### config.mk
export PLATFORM = sky130hd
export DESIGN_NAME = reg_scoreboard
export DESIGN_NICKNAME = d
export VERILOG_FILES = /design/src/rtl/reg_scoreboard_pkg.sv /design/src/rtl/reg_scoreboard_counter.sv /design/src/rtl/reg_scoreboard.sv
export SDC_FILE = /design/constraint.sdc
export NUM_CORES = 1
export LEC_CHECK = 0
export CAP_MARGIN = 20
export CORE_AREA = 2 2 124 186
export DETAILED_ROUTE_END_ITERATION = 8
export DIE_AREA = 0 0 126 188
export SYNTH_ARGS = -nofsm -noshare
export SYNTH_HDL_FRONTEND = slang
export SYNTH_SLANG_ARGS = --single-unit
### constraint.sdc
create_clock -name clk -period 8.9 [get_ports clk]
set_clock_uncertainty 0.2 [all_clocks]
set_input_delay 2.225 -clock clk [delete_from_list [all_inputs] [get_ports clk]]
set_output_delay 2.225 -clock clk [all_outputs]
set_load 0.05 [all_outputs]
### src/rtl/reg_scoreboard_pkg.sv
// Shared constants and types for the register-hazard scoreboard.
// REGNOBITS must stay equal to the pipeline-wide define header value.
package reg_scoreboard_pkg;
    localparam int NREGS     = 32;
    localparam int REGNOBITS = 5;
    localparam int CNTBITS   = 2;
    localparam int WB_BYPASS = 1;

    typedef logic [CNTBITS-1:0]   cnt_t;
    typedef logic [REGNOBITS-1:0] regno_t;

    localparam cnt_t CNT_MAX = '1;
endpackage

### src/rtl/reg_scoreboard_counter.sv
// Per-register pending-writer counter: saturating up/down with zero/full flags.
// Simultaneous inc and dec cancel; a lone dec at zero holds and pulses underflow.
module sb_counter
    import reg_scoreboard_pkg::*;
(
    input  logic clk,
    input  logic reset,
    input  logic inc,
    input  logic dec,
    output cnt_t cnt,
    output logic zero,
    output logic full,
    output logic underflow
);
    cnt_t cnt_q;
    cnt_t cnt_d;

    always_comb begin
        cnt_d     = cnt_q;
        underflow = 1'b0;
        if (inc && !dec) begin
            if (cnt_q != CNT_MAX) cnt_d = cnt_q + cnt_t'(1);
        end else if (dec && !inc) begin
            if (cnt_q == '0) underflow = 1'b1;
            else             cnt_d = cnt_q - cnt_t'(1);
        end
    end

    always_ff @(posedge clk) begin
        if (reset) cnt_q <= '0;
        else       cnt_q <= cnt_d;
    end

    assign cnt  = cnt_q;
    assign zero = (cnt_q == '0);
    assign full = (cnt_q == CNT_MAX);
endmodule

### src/rtl/reg_scoreboard.sv
// Register-hazard scoreboard between decode and writeback: stalls issue on
// RAW hazards or a saturated destination counter, tracks in-flight writers.
module reg_scoreboard
    import reg_scoreboard_pkg::*;
(
    input  logic                 clk,
    input  logic                 reset,
    input  logic                 issue_valid,
    input  logic                 issue_wr_reg,
    input  logic [REGNOBITS-1:0] issue_rd,
    input  logic                 src1_used,
    input  logic [REGNOBITS-1:0] src1,
    input  logic                 src2_used,
    input  logic [REGNOBITS-1:0] src2,
    input  logic                 wb_wr_reg,
    input  logic [REGNOBITS-1:0] wb_regno,
    output logic                 stall,
    output logic                 issue_fire,
    output logic [NREGS-1:0]     busy_vec,
    output logic [7:0]           inflight_total,
    output logic                 underflow_err
);
    cnt_t             cnt_arr [NREGS];
    logic [NREGS-1:0] zero_vec, full_vec, uflow_vec, inc_vec, dec_vec;

    // x0 has no counter: it reads as empty and is never full.
    assign cnt_arr[0]   = '0;
    assign zero_vec[0]  = 1'b1;
    assign full_vec[0]  = 1'b0;
    assign uflow_vec[0] = 1'b0;

    for (genvar i = 1; i < NREGS; i++) begin : g_cnt
        sb_counter u_cnt (
            .clk       (clk),
            .reset     (reset),
            .inc       (inc_vec[i]),
            .dec       (dec_vec[i]),
            .cnt       (cnt_arr[i]),
            .zero      (zero_vec[i]),
            .full      (full_vec[i]),
            .underflow (uflow_vec[i])
        );
    end

    logic src1_haz, src2_haz, dst_haz, inc_any, dec_ok;

    always_comb begin
        src1_haz = src1_used && !zero_vec[src1];
        src2_haz = src2_used && !zero_vec[src2];
        // Regfile writes first half-cycle, so a last pending writer retiring now is readable.
        if (WB_BYPASS != 0) begin
            if (cnt_arr[src1] == cnt_t'(1) && wb_wr_reg && wb_regno == src1) src1_haz = 1'b0;
            if (cnt_arr[src2] == cnt_t'(1) && wb_wr_reg && wb_regno == src2) src2_haz = 1'b0;
        end
        dst_haz    = issue_wr_reg && full_vec[issue_rd];
        stall      = issue_valid && (src1_haz || src2_haz || dst_haz);
        issue_fire = issue_valid && !stall;

        inc_any = issue_fire && issue_wr_reg && (issue_rd != '0);
        inc_vec = '0;
        dec_vec = '0;
        if (inc_any) inc_vec[issue_rd] = 1'b1;
        if (wb_wr_reg && wb_regno != '0) dec_vec[wb_regno] = 1'b1;
        inc_vec[0] = 1'b0;
        dec_vec[0] = 1'b0;
        dec_ok     = |dec_vec && !(|uflow_vec);
    end

    logic [7:0] inflight_total_q, inflight_total_d;
    logic       underflow_err_q, underflow_err_d;

    always_comb begin
        inflight_total_d = inflight_total_q;
        if (inc_any && !dec_ok && inflight_total_q != 8'hff) inflight_total_d = inflight_total_q + 8'd1;
        else if (dec_ok && !inc_any && inflight_total_q != 8'h00) inflight_total_d = inflight_total_q - 8'd1;
        underflow_err_d = underflow_err_q || (|uflow_vec);
    end

    always_ff @(posedge clk) begin
        if (reset) begin
            inflight_total_q <= '0;
            underflow_err_q  <= 1'b0;
        end else begin
            inflight_total_q <= inflight_total_d;
            underflow_err_q  <= underflow_err_d;
        end
    end

    assign busy_vec       = ~zero_vec;
    assign inflight_total = inflight_total_q;
    assign underflow_err  = underflow_err_q;
endmodule

==> flow_summary_export.csv, run 1 <==
group,metric,value,unit
placement,post-place-ws,-0.232,ns
status,status,"finished, final reports clean",
setup_path,r2r_slack,2.37,ns
placement,port-buffer-count,68,
drt,wl_met3,1.47,mm
pwr,power.switching,0.368,mW
clock_tree,clock_path_buffers,2,
pwr,pwr-share-clk,35.4,%
pwr,p_comb_share,33.6,%
clock_tree,cts_made_buffers,9,
logic_synthesis,synth-seq-cells,71,
logic_synthesis,syn_avg_cell_area,7.21,sq um
setup_path,reg2reg_depth,27,
setup_path,crit_path_start_kind,"input pin",
setup_path,critical-path-max-stage-delay,0.46,ns
drt,vias,8124,
logic_synthesis,synth_top_family_by_area,"simple AND/OR/NAND/NOR gates",
logic_synthesis,syn-cell-area,7570,sq um
setup_path,required,8.94,ns
logic_synthesis,synth_top_area_share,18.8,%
drt,routedWlPerCell,20.6,microns
logic_synthesis,synth_edf_count,0,
pwr,internal-power,0.760,mW
sta,hold_viol_final,0,
clock_tree,ctsHoldBuffers,0,
drt,wl_met2,14.8,mm
logic_synthesis,synth-xor-area-share,1.50,%
sta,fmax,119,MHz
hold_path,hold_path_depth,2,
final_layout,syn2layout_area_growth,26.3,%
pwr,seqPwrFrac,31.0,%
final_layout,diodes,0,
logic_synthesis,syn_nets,1146,
logic_synthesis,synth_commonest_cells,"nor2_1, inv_1, a21oi_1",
die,die-area,23700,sq um
setup_path,crit_type,"input pin to flop",
clock_tree,path_clk_slew,0.06,ns
global_route,grt_use_total,25.3,%
drt,antenna_left,0,
final_layout,final_core_util,43.2,%
die,row_count,67,
logic_synthesis,synth.area.mux_share,7.69,%
drt,wirelength,30.2,mm
logic_synthesis,synthFlopType,"dfxtp_1",
final_layout,layout-drive-gt1-share,14.9,%
setup_path,cp_slowest_cell,"clkdlybuf4s50_1",
pwr,power.total,1.13,mW
sta,final_max_slew_viol_count,0,
setup_path,r2r-end,"inflight_total[7]$_SDFFE_PP0P_",
global_route,antenna_found_initial,0,
setup_path,arrival,8.45,ns
logic_synthesis,synth_fa_ha_area_share,11.5,%
drt,dr.pass1.iters,7,
die,start_util,34.2,%
clock_tree,cts-root-buf,"clkbuf_16",
logic_synthesis,synth_area_leader_cell,"dfxtp_1",
global_route,grt_max_degree,80,
drt,drc,0,
logic_synthesis,synth-simple-area-share,31.5,%
drt,vias_per_cell,5.55,
clock_tree,clock_latency,0.36,ns
drt,top_layer,"met4",
die,core,22100,sq um
hold_path,worstHoldPathType,"flop to flop",
clock_tree,cts_tree,"yes",
die,fp.dieW,126,microns
hold_path,hold_end,"g_cnt[17].u_cnt.cnt[1]$_SDFFE_PP0P_",
global_route,grt_overflow,0,
hold_path,hp-start,"g_cnt[17].u_cnt.cnt[1]$_SDFFE_PP0P_",
sta,fin_ws,0.497,ns
placement,place_congestion,1.01,
setup_path,reg2reg_from,"g_cnt[3].u_cnt.cnt[0]$_SDFFE_PP0P_",
global_route,grt_first_pass_wirelength,45.4,mm
sta,finalSetupViolations,0,
logic_synthesis,ys_seq_area_share,18.8,%
pwr,vdd_ir_drop_max,0.114,mV
logic_synthesis,netlist-cell-type-count,71,
logic_synthesis,yosysWarnings,0,
sta,tightestPinTransition,0.838,ns
pwr,p_leak,3.87,nW
sta,finalCritPeriodShare,94.4,%
flow_run,max_cap_violations,0,
clock_tree,htreeDepth,3,
logic_synthesis,async_reset_ff_share,0,%
sta,tns,0,ns
sta,hold_slack,0.330,ns
sta,fin_crit,8.40,ns
logic_synthesis,synth_area_leaders,"dfxtp_1, ha_1, nor2_1, mux4_2, a21oi_1",
die,dieHeight,188,microns
drt,dr.first_iter.drc_count,816,
drt,met1_length,11.7,mm
setup_path,crit_path_end_kind,"flop",
setup_path,cp_max_fo,14,
placement,dp_hpwl,24.2,mm
logic_synthesis,synth-compound-area-share,20.5,%
final_layout,nNetsFinal,1280,
clock_tree,cts_sinks,71,
logic_synthesis,synth_cells,1050,
sta,slew_headroom,44.1,%
global_route,grt_pass1_vias,7761,
pwr,swShare,32.6,%
die,pin_count,70,
pwr,powerDensity,118,nW/um^2
logic_synthesis,yosys.cell_count.top_type,"nor2_1",
stage by stage:
| stage | area, sq um | cells |
|---|---|---|
| floorplan | 7570 | 1050 |
| global placement | 9170 | 1447 |
| detailed placement | 9170 | 1447 |
| CTS | 9500 | 1463 |
| global route | 9560 | 1465 |
| finish | 9560 | 1465 |
worst max path at each step:
| stage | from | cells after the start | end | slack, ns |
|---|---|---|---|---|
| after CTS | src2[1] | 28 | inflight_total[7]$_SDFFE_PP0P_ | 0.13 |
| after global routing | src2[1] | 29 | inflight_total[7]$_SDFFE_PP0P_ | -0.01 |
| after detailed placement | src2[1] | 28 | inflight_total[7]$_SDFFE_PP0P_ | -0.23 |
| after global placement | src2[1] | 28 | inflight_total[7]$_SDFFE_PP0P_ | -0.11 |
| final | src2[1] | 29 | inflight_total[7]$_SDFFE_PP0P_ | 0.50 |
| after floorplan | src1[0] | 28 | inflight_total[7]$_SDFFE_PP0P_ | 0.51 |
logic make-up (layout without fill, tap and decap cells):
group           Yosys count  in the layout
compound gates          255            255
xor+xnor                 13             13
fa+ha+maj                69             69
buf+inv                 155            294
flops                    71             71
mux                      31             31
other cells               1              1
simple gates            455            455
cell usage in the layout, fill, tap and decap left out, types with 28 or more instances in the layout:
cell and n:
nand3_1 29, inv_1 94, nand2b_1 64, a21oi_1 84
o21ai_0 74, ha_1 68, nand2_1 75, nor3_1 28
buf_4 110, dfxtp_1 71, nor2_1 126, clkdlybuf4s50_1 67
layout make-up:
class                      count  area (sq um)
inverter                      98           369
clock inverter                 5          81.3
multi-input combinational    824          5560
fill                        2334         12600
clock buffer                  11           243
sequential                    71          1420
tap                          276           345
timing repair buffer         180          1540
power groups by stage:
stage,logic [mW],clock network (mW),registers [mW]
6_report,0.379,0.400,0.350
4_1_cts,0.373,0.413,0.350
2_1_floorplan,0.185,0,0.390
3_5_place_dp,0.371,0,0.357
3_3_place_gp,0.373,0,0.357
5_1_grt,0.406,0.423,0.352
repair_timing:
action,in CTS,in global routing
setup endpoints to repair,0,3
buffers inserted,0,2
gates resized for setup,0,9
layer usage:
| metal | vias up | global-route usage [%] |
|---|---|---|
| met5 | - | 0 |
| met4 | 0 | 17.2 |
| met3 | 107 | 3.11 |
| met2 | 327 | 44.4 |
| met1 | 3747 | 28.1 |
| li1 | 3943 | - |
worst max-delay path: cells and delay by family:
family,cells,cell delay (ns)
and+or+nand+nor,11,2.06
buffers and inverters,4,1.03
muxes,2,0.48
AOI/OAI and AO/OA,10,2.18
adders and majority gates,2,0.46
flip-flops by register name, indices dropped and copies added (netlist names):
signal / count
g_cnt.u_cnt.cnt: 62
inflight_total: 8
underflow_err: 1
No activity file was read; power rests on OpenSTA's default activity.
==> inputs of run 2 (changes only) <==
--- a/config.mk
+++ b/config.mk
@@ -7,6 +7,7 @@
 export LEC_CHECK = 0
 export CAP_MARGIN = 20
 export CORE_AREA = 2 2 124 186
+export CTS_CLUSTER_SIZE = 20
 export DETAILED_ROUTE_END_ITERATION = 8
 export DIE_AREA = 0 0 126 188
 export SYNTH_ARGS = -nofsm -noshare
==> results of run 2 <==
The final DEF is identical to that of run 1; final timing and power are the same.
==> inputs of run 3 (changes only) <==
--- a/config.mk
+++ b/config.mk
@@ -7,6 +7,7 @@
 export LEC_CHECK = 0
 export CAP_MARGIN = 20
 export CORE_AREA = 2 2 124 186
+export CTS_BUF_LIST = sky130_fd_sc_hd__clkbuf_16
 export CTS_CLUSTER_SIZE = 20
 export DETAILED_ROUTE_END_ITERATION = 8
 export DIE_AREA = 0 0 126 188
==> run 3 against run 2 <==
Global-route usage hardly changed; die area is the same; critical path depth unchanged; sequential cell count unchanged; worst setup slack improved by 0.0056 ns; sequential power is essentially flat; cell area shrank 0.10%; register-to-register slack hardly changed; clock-buffer cell count down 2; critical endpoint unchanged; highest routed layer unchanged.
==> flow_summary_export.csv, run 3 (synthesized netlist as in run 1, its figures left out) <==
group,metric,value,unit
status,status,"finished, final reports clean",
global_route,grt_pass1_vias,7761,
pwr,powerDensity,117,nW/um^2
clock_tree,cts-root-buf,"clkbuf_16",
clock_tree,clock_latency,0.36,ns
final_layout,final_core_util,43.2,%
setup_path,cp_slowest_cell,"mux4_2",
final_layout,stdcell_area,9550,sq um
sta,finalCritPeriodShare,94.4,%
setup_path,critical-path-max-stage-delay,0.53,ns
setup_path,reg2reg_depth,27,
global_route,grt_first_pass_wirelength,45.4,mm
hold_path,hold_path_depth,2,
pwr,vdd_ir_drop_max,0.114,mV
die,fp.dieW,126,microns
final_layout,mostFrequentLayoutCells,"nor2_1, buf_4, inv_1",
setup_path,arrival,8.44,ns
drt,vias,8129,
setup_path,cp_max_fo,10,
drt,wl_met2,14.8,mm
clock_tree,clock_path_buffers,2,
setup_path,required,8.94,ns
sta,final_max_slew_viol_count,0,
final_layout,nFillCells,2333,
sta,fmax,119,MHz
drt,top_layer,"met4",
hold_path,worstHoldPathType,"flop to flop",
hold_path,hold_end,"g_cnt[17].u_cnt.cnt[1]$_SDFFE_PP0P_",
placement,place_congestion,1.01,
drt,wl_met3,1.53,mm
die,row_count,67,
drt,dr.pass1.iters,5,
drt,met1_length,11.6,mm
final_layout,seq_area,1420,sq um
final_layout,syn2layout_area_growth,26.2,%
die,die-area,23700,sq um
clock_tree,cts_sinks,71,
clock_tree,cts_made_buffers,9,
sta,finalSetupViolations,0,
setup_path,crit_path_start_kind,"input pin",
final_layout,diodes,0,
placement,port-buffer-count,68,
sta,tightestPinTransition,0.837,ns
pwr,p_leak,3.87,nW
drt,wirelength,30.2,mm
drt,antenna_left,0,
clock_tree,cts_tree,"yes",
global_route,grt_overflow,0,
setup_path,r2r-end,"inflight_total[7]$_SDFFE_PP0P_",
setup_path,r2r_slack,2.38,ns
final_layout,multiInputGateArea,5560,sq um
clock_tree,path_clk_slew,0.06,ns
clock_tree,htreeDepth,3,
placement,dpl-instance-area,9170,sq um
die,start_util,34.2,%
die,core,22100,sq um
sta,fin_crit,8.40,ns
sta,slew_headroom,44.2,%
drt,drc,0,
die,pin_count,70,
drt,routedWlPerCell,20.6,microns
die,dieHeight,188,microns
drt,dr.first_iter.drc_count,800,
setup_path,crit_type,"input pin to flop",
setup_path,crit_path_end_kind,"flop",
final_layout,nNetsFinal,1280,
sta,hold_viol_final,0,
final_layout,largest_reg_flops,62,
drt,vias_per_cell,5.55,
hold_path,hp-start,"g_cnt[17].u_cnt.cnt[1]$_SDFFE_PP0P_",
global_route,grt_max_degree,80,
global_route,grt_use_total,25.3,%
final_layout,layout_commonest_cell,"nor2_1",
flow_run,max_cap_violations,0,
placement,dp_hpwl,24.2,mm
final_layout,layout-drive-gt1-share,14.8,%
global_route,antenna_found_initial,0,
setup_path,reg2reg_from,"g_cnt[3].u_cnt.cnt[0]$_SDFFE_PP0P_",
[run 3: cell types whose count changed in the layout (fill, tap and decap cells not counted), sizes merged]
cell | before | now
clkinv | 3 | 4
inv | 97 | 98
clkbuf | 11 | 9
[run 3: area by class of cell]
cell class / count / share of cell area, %
Clock inverter: 7 / 0.930
Timing Repair Buffer: 180 / 16.1
Sequential cell: 71 / 14.9
Inverter: 98 / 3.86
Clock buffer: 9 / 2.36
Multi-Input combinational cell: 824 / 58.2
Tap cell: 276 / 3.62
[run 3: worst max-delay path by stage]
stage	slack, ns	from	cells past startpoint	end
after CTS	0.13	src2[1]	28	inflight_total[7]$_SDFFE_PP0P_
after floorplan	0.51	src1[0]	28	inflight_total[7]$_SDFFE_PP0P_
final	0.50	src1[2]	29	inflight_total[7]$_SDFFE_PP0P_
after global routing	-0.01	src2[1]	29	inflight_total[7]$_SDFFE_PP0P_
after detailed placement	-0.23	src2[1]	28	inflight_total[7]$_SDFFE_PP0P_
after global placement	-0.11	src2[1]	28	inflight_total[7]$_SDFFE_PP0P_
[run 3: power by group]
group / switching (mW) / leakage [nW] / internal, mW / total, mW
clock: 0.148 / 0.154 / 0.243 / 0.391
combinational: 0.201 / 3.15 / 0.178 / 0.379
sequential: 0.0201 / 0.573 / 0.330 / 0.350
[run 3: through the flow]
step | worst slack, ns | power (mW) | setup TNS, ns | hold WS (ns) | cells
floorplan | 0.514 | 0.575 | 0 | 0.286 | 1050
global placement | -0.106 | 0.730 | -0.123 | 0.319 | 1447
detailed placement | -0.232 | 0.727 | -0.500 | 0.321 | 1447
CTS | 0.134 | 1.13 | 0 | 0.332 | 1463
global route | -0.0146 | 1.17 | -0.0146 | 0.357 | 1465
finish | 0.502 | 1.12 | 0 | 0.330 | 1465
[run 3: worst max-delay path: cells and delay by family]
family                     cells  cell delay [ns]
AOI/OAI and AO/OA              9             1.58
adders and majority gates      2             0.46
and+or+nand+nor               10             1.92
buffers and inverters          5             1.25
muxes                          3             1.01
[run 3: repair_timing]
action | in CTS | in global routing
setup buffers | 0 | 2
hold buffers | 0 | 0
hold endpoints to repair | 0 | 0
setup endpoints to repair | 0 | 3
gates resized for setup | 0 | 9
[run 3: layer usage]
metal | GRT usage (%) | up-vias
met1 | 28.1 | 3745
met3 | 3.11 | 109
li1 | - | 3942
met4 | 17.2 | 0
met2 | 44.4 | 333
met5 | 0 | -
